--- config.mk ---
export PLATFORM = sky130hd
export DESIGN_NAME = result_fifo
export DESIGN_NICKNAME = d
export VERILOG_FILES = /design/src/rtl/result_fifo.sv
export SDC_FILE = /design/constraint.sdc
export NUM_CORES = 1
export LEC_CHECK = 0
export CORE_ASPECT_RATIO = 0.9
export CORE_UTILIZATION = 55
export DETAILED_ROUTE_END_ITERATION = 10
export PLACE_DENSITY_LB_ADDON = 0.05
export SLEW_MARGIN = 20
export SYNTH_ARGS = -nofsm -noshare
export SYNTH_HDL_FRONTEND = slang
export SYNTH_SLANG_ARGS = --single-unit
--- constraint.sdc ---
create_clock -name clk -period 5.28 [get_ports clk]
set_input_delay 1.056 -clock clk [delete_from_list [all_inputs] [get_ports clk]]
set_output_delay 1.056 -clock clk [all_outputs]
set_load 0.01 [all_outputs]
--- src/rtl/result_fifo.sv ---
// result_fifo: 8x32 synchronous FIFO with registered read data, occupancy count and per-request ack/error pulses
//   clk, reset (async active-high) | wr_en, din -> write port | rd_en -> read port
//   dout: registered read data | data_count, full, empty: live occupancy
//   wr_ack/wr_err, rd_ack/rd_err: one-cycle outcome of the previous cycle's request
module result_fifo #(
  parameter int DATA_WIDTH = 32,
  parameter int ADDR_WIDTH = 3
) (
  input  logic                  clk,
  input  logic                  reset,
  input  logic                  wr_en,
  input  logic [DATA_WIDTH-1:0] din,
  input  logic                  rd_en,
  output logic [DATA_WIDTH-1:0] dout,
  output logic [ADDR_WIDTH:0]   data_count,
  output logic                  full,
  output logic                  empty,
  output logic                  wr_ack,
  output logic                  wr_err,
  output logic                  rd_ack,
  output logic                  rd_err
);
  localparam int DEPTH = 1 << ADDR_WIDTH;
  localparam logic [ADDR_WIDTH:0] DEPTH_C = (ADDR_WIDTH + 1)'(DEPTH);
  logic [DATA_WIDTH-1:0] mem_q [DEPTH];
  logic [ADDR_WIDTH-1:0] wp_q, wp_d, rp_q, rp_d;
  logic [ADDR_WIDTH:0]   cnt_q, cnt_d;
  logic [DATA_WIDTH-1:0] dout_q, dout_d;
  logic                  wr_ack_q, wr_err_q, rd_ack_q, rd_err_q;
  logic                  wr_ok, rd_ok;
  // acceptance uses the count held before the edge, so an empty FIFO never reads the word written on the same edge
  assign wr_ok  = wr_en && cnt_q != DEPTH_C;
  assign rd_ok  = rd_en && cnt_q != '0;
  assign wp_d   = wr_ok ? wp_q + 1'b1 : wp_q;
  assign rp_d   = rd_ok ? rp_q + 1'b1 : rp_q;
  assign dout_d = rd_ok ? mem_q[rp_q] : dout_q;
  assign cnt_d  = (wr_ok && !rd_ok) ? cnt_q + 1'b1 :
                  (rd_ok && !wr_ok) ? cnt_q - 1'b1 : cnt_q;
  always_ff @(posedge clk)
    if (wr_ok) mem_q[wp_q] <= din;
  always_ff @(posedge clk or posedge reset)
    if (reset) begin
      wp_q     <= '0;
      rp_q     <= '0;
      cnt_q    <= '0;
      dout_q   <= '0;
      wr_ack_q <= 1'b0;
      wr_err_q <= 1'b0;
      rd_ack_q <= 1'b0;
      rd_err_q <= 1'b0;
    end else begin
      wp_q     <= wp_d;
      rp_q     <= rp_d;
      cnt_q    <= cnt_d;
      dout_q   <= dout_d;
      wr_ack_q <= wr_ok;
      wr_err_q <= wr_en && !wr_ok;
      rd_ack_q <= rd_ok;
      rd_err_q <= rd_en && !rd_ok;
    end
  assign dout       = dout_q;
  assign data_count = cnt_q;
  assign full       = cnt_q == DEPTH_C;
  assign empty      = cnt_q == '0;
  assign wr_ack     = wr_ack_q;
  assign wr_err     = wr_err_q;
  assign rd_ack     = rd_ack_q;
  assign rd_err     = rd_err_q;
endmodule

==> flow_metrics.py <==
metrics = {
    "sta": {
        "fmax_ghz": 0.3070,
        "clock_skew_ns": 0.005946,
        "hold_violations": 0,
        "period_needed_ns": 3.257,
        "setup_viol": 0,
        "max_slew_margin_pct": 26.75,
        "rsz0062_at_grt": "no",
        "setup_tns_ns": 0,
        "worstMarginPinSlew_ns": 1.096,
        "final-max-slew-violation-count": 0,
        "finalCritPeriodShare_pct": 61.68,
    },
    "min_path": {
        "hp-class": "reg -> reg",
    },
    "yosys": {
        "muxShareOfSynthArea_pct": 11.89,
        "synth_compound_area_share_pct": 6.278,
        "netlist_area_mm2": 0.01164,
        "synth_top_family_by_area": "multiplexers",
        "synth_largest_area_cell": "edfxtp_1",
        "synth-simple-area-share_pct": 2.483,
        "synthDistinctLibCells": 38,
        "synth_top_flop_cell": "edfxtp_1",
        "synth_adder_area_share_pct": 0.7094,
        "synth-edff-count": 256,
        "syn_area_per_cell_um2": 17.91,
        "ys_seq_elements": 302,
        "syn_inst": 650,
        "synthDominantCellAreaShare_pct": 66.04,
        "yosys_warnings": 0,
        "synth_xor_area_share_pct": 0.4515,
        "synthesis.nets": 692,
        "synth-async-reset-ratio_pct": 15.23,
        "synth.area.top_cells": "edfxtp_1, dfrtp_1, mux2_2",
        "ys_seq_area_share_pct": 75.93,
    },
    "finish": {
        "areaGrowthSynthToFinish_pct": 17.77,
        "n_fill_cell": 1470,
        "nets": 775,
        "drive_gt1_share_pct": 17.44,
        "finalInstanceArea_mm2": 0.01371,
        "num_antenna_cells": 0,
    },
    "clocking": {
        "clock-sinks": 302,
        "clock_latency_ns": 0.53,
        "cts_inserted_buffers": 30,
        "cts_tree": "built",
        "ctsHoldBuffers": 0,
        "clockBufferDepth": 3,
        "cts-root-buf": "clkbuf_16",
        "cts_resized": 0,
        "path_clk_slew_ns": 0.06,
        "post-cts-setup-buffers": 0,
        "cts-htree-levels": 1,
    },
    "die": {
        "ios": 78,
        "dieHeight_um": 140.0,
        "die-width_um": 155.3,
        "core_area_mm2": 0.02077,
        "start_util_pct": 56.04,
        "num_rows": 50,
        "die-area_mm2": 0.02175,
    },
    "routing": {
        "drt_iter0_markers": 349,
        "wirelength_mm": 21.43,
        "vias": 5940,
        "dr.pass1.iters": 4,
        "ant_nets": 0,
        "drcViolationCount": 0,
        "drt-vias-per-instance": 5.695,
        "wl_per_cell_um": 20.54,
    },
    "global_route": {
        "globalRouteOverflowTotal": 0,
        "grt_max_degree": 108,
        "grt_use_met2_pct": 34.18,
        "grt_use_total_pct": 20.22,
        "use_met3_pct": 2.785,
        "grt_use_met1_pct": 27.93,
        "antenna_found_initial": 0,
        "grt.busiest_layer": "met2",
        "grt_pass1_vias": 6182,
        "grt_pass1_wl_mm": 33.72,
    },
    "outcome": {
        "status": "finished, final reports clean",
    },
    "placed_design": {
        "dp_hpwl_mm": 11.70,
        "gp_congestion": 0.7190,
        "portBuffers": 77,
        "dpl_cell_area_mm2": 0.01269,
    },
    "pwr": {
        "leakage_nw": 4.756,
        "ir_drop_mv": 0.8864,
        "power.density_mw_per_mm2": 555.2,
    },
    "worst_setup_path": {
        "cp.required_ns": 5.70,
        "path_max_fanout": 7,
        "cp-end-kind": "flip-flop",
        "start_kind": "primary input",
        "critPathKind": "in -> reg",
        "cp.arrival_ns": 3.67,
    },
    "flow_run": {
        "maxCapViolCount": 0,
    },
}
[worst max-delay path, stage by stage]
cell	delay [ns]
clkdlybuf4s50_1	0.47
nor2b_1	0.45
ha_1	0.29
inv_1	0.12
ha_1	0.29
a21o_1	0.20
a2111oi_0	0.39
a31oi_1	0.07
a221o_1	0.33
[cell families (layout without fill, tap and decap cells)]
family	after synthesis	count (layout)
compound gates	103	103
xor+xnor	6	6
fa+ha+maj	6	6
buf+inv	39	146
flops	302	302
mux	130	130
simple gates	64	64
[placed cells by master (no fill, tap or decap), types with 2 or more instances in the layout]
| cell | instances |
|---|---|
| clkbuf_16 | 31 |
| clkinv_1 | 10 |
| o21ai_1 | 32 |
| buf_16 | 2 |
| bufinv_16 | 3 |
| buf_4 | 5 |
| buf_12 | 3 |
| o221ai_1 | 20 |
| a221o_1 | 13 |
| ha_1 | 5 |
| nor2_4 | 7 |
| clkdlybuf4s50_1 | 77 |
| dfrtp_1 | 45 |
| nand2b_1 | 4 |
| inv_1 | 2 |
| clkinv_2 | 8 |
| nand2_1 | 41 |
| edfxtp_1 | 256 |
| a22oi_1 | 20 |
| and2_1 | 2 |
| clkbuf_1 | 4 |
| nor3_2 | 2 |
| o22ai_1 | 12 |
| mux2i_1 | 64 |
| mux2_2 | 65 |
| xnor2_1 | 5 |
[report_power, final]
group | internal [mW] | switching (mW)
clock | 1.21 | 0.837
sequential | 3.08 | 0.236
combinational | 1.05 | 1.20
total | 5.34 | 2.27
[through the flow]
| step | cells | power (mW) | setup slack (ns) | hold WS [ns] | utilization [%] |
|---|---|---|---|---|---|
| after global placement | 983 | 5.548 | 1.516 | 0.4682 | 60.91 |
| after floorplan | 650 | 4.852 | 1.067 | 0.4805 | - |
| final | 1043 | 7.611 | 2.023 | 0.4834 | 66.00 |
| after detailed placement | 985 | 5.628 | 1.479 | 0.4751 | 61.10 |
| after global routing | 1043 | 7.998 | 1.766 | 0.5060 | 66.00 |
| after CTS | 1041 | 7.674 | 2.041 | 0.4884 | 65.73 |
[path summary, 6_finish.rpt]
path	from	end	slack, ns	cells after the start
setup / recovery	wr_en	data_count[3]	2.02	9
hold / removal	dout[7]	dout[7]	0.48	2
setup reg to reg	data_count[3]	data_count[3]	2.38	9
hold reg to reg	dout[7]	dout[7]	0.48	2
max in group asynchronous	reset	rp_q[0]	3.68	2
min in group asynchronous	reset	wr_err	0.99	2
[Yosys cell counts (all sizes together) (3+ instances only)]
cell,count
nor2,8
dfrtp,46
clkbuf,14
o22ai,12
o221ai,20
nand2,41
mux2,66
o21ai,33
a22oi,20
buf,22
inv,3
nor3,3
edfxtp,256
mux2i,64
nand2b,5
a221o,13
xnor2,5
ha,5
[layer usage]
layer / up-vias / share of wire, %
met3: 38 / 3.7
met1: 3043 / 45
li1: 2733 / -
met4: 0 / 1.8
met5: - / 0
met2: 126 / 50
[flip-flops by register name, indices dropped and copies added, names as in the netlist]
register / cells
data_count: 4
dout: 32
mem_q: 256
rd_ack: 1
rd_err: 1
rp_q: 3
wp_q: 3
wr_ack: 1
wr_err: 1
[layout make-up]
| cell class | instances | area (µm²) | area share [%] |
|---|---|---|---|
| clock inverters | 21 | 170.2 | 1.241 |
| inverters | 3 | 12.51 | 0.09127 |
| well taps | 286 | 357.8 | 2.610 |
| repair buffers | 87 | 923.4 | 6.736 |
| multi-input cells | 309 | 2611 | 19.05 |
| flip-flops and latches | 302 | 8842 | 64.50 |
| clock buffers | 35 | 790.8 | 5.769 |
Note: power is estimated with default switching activity, not from simulation.
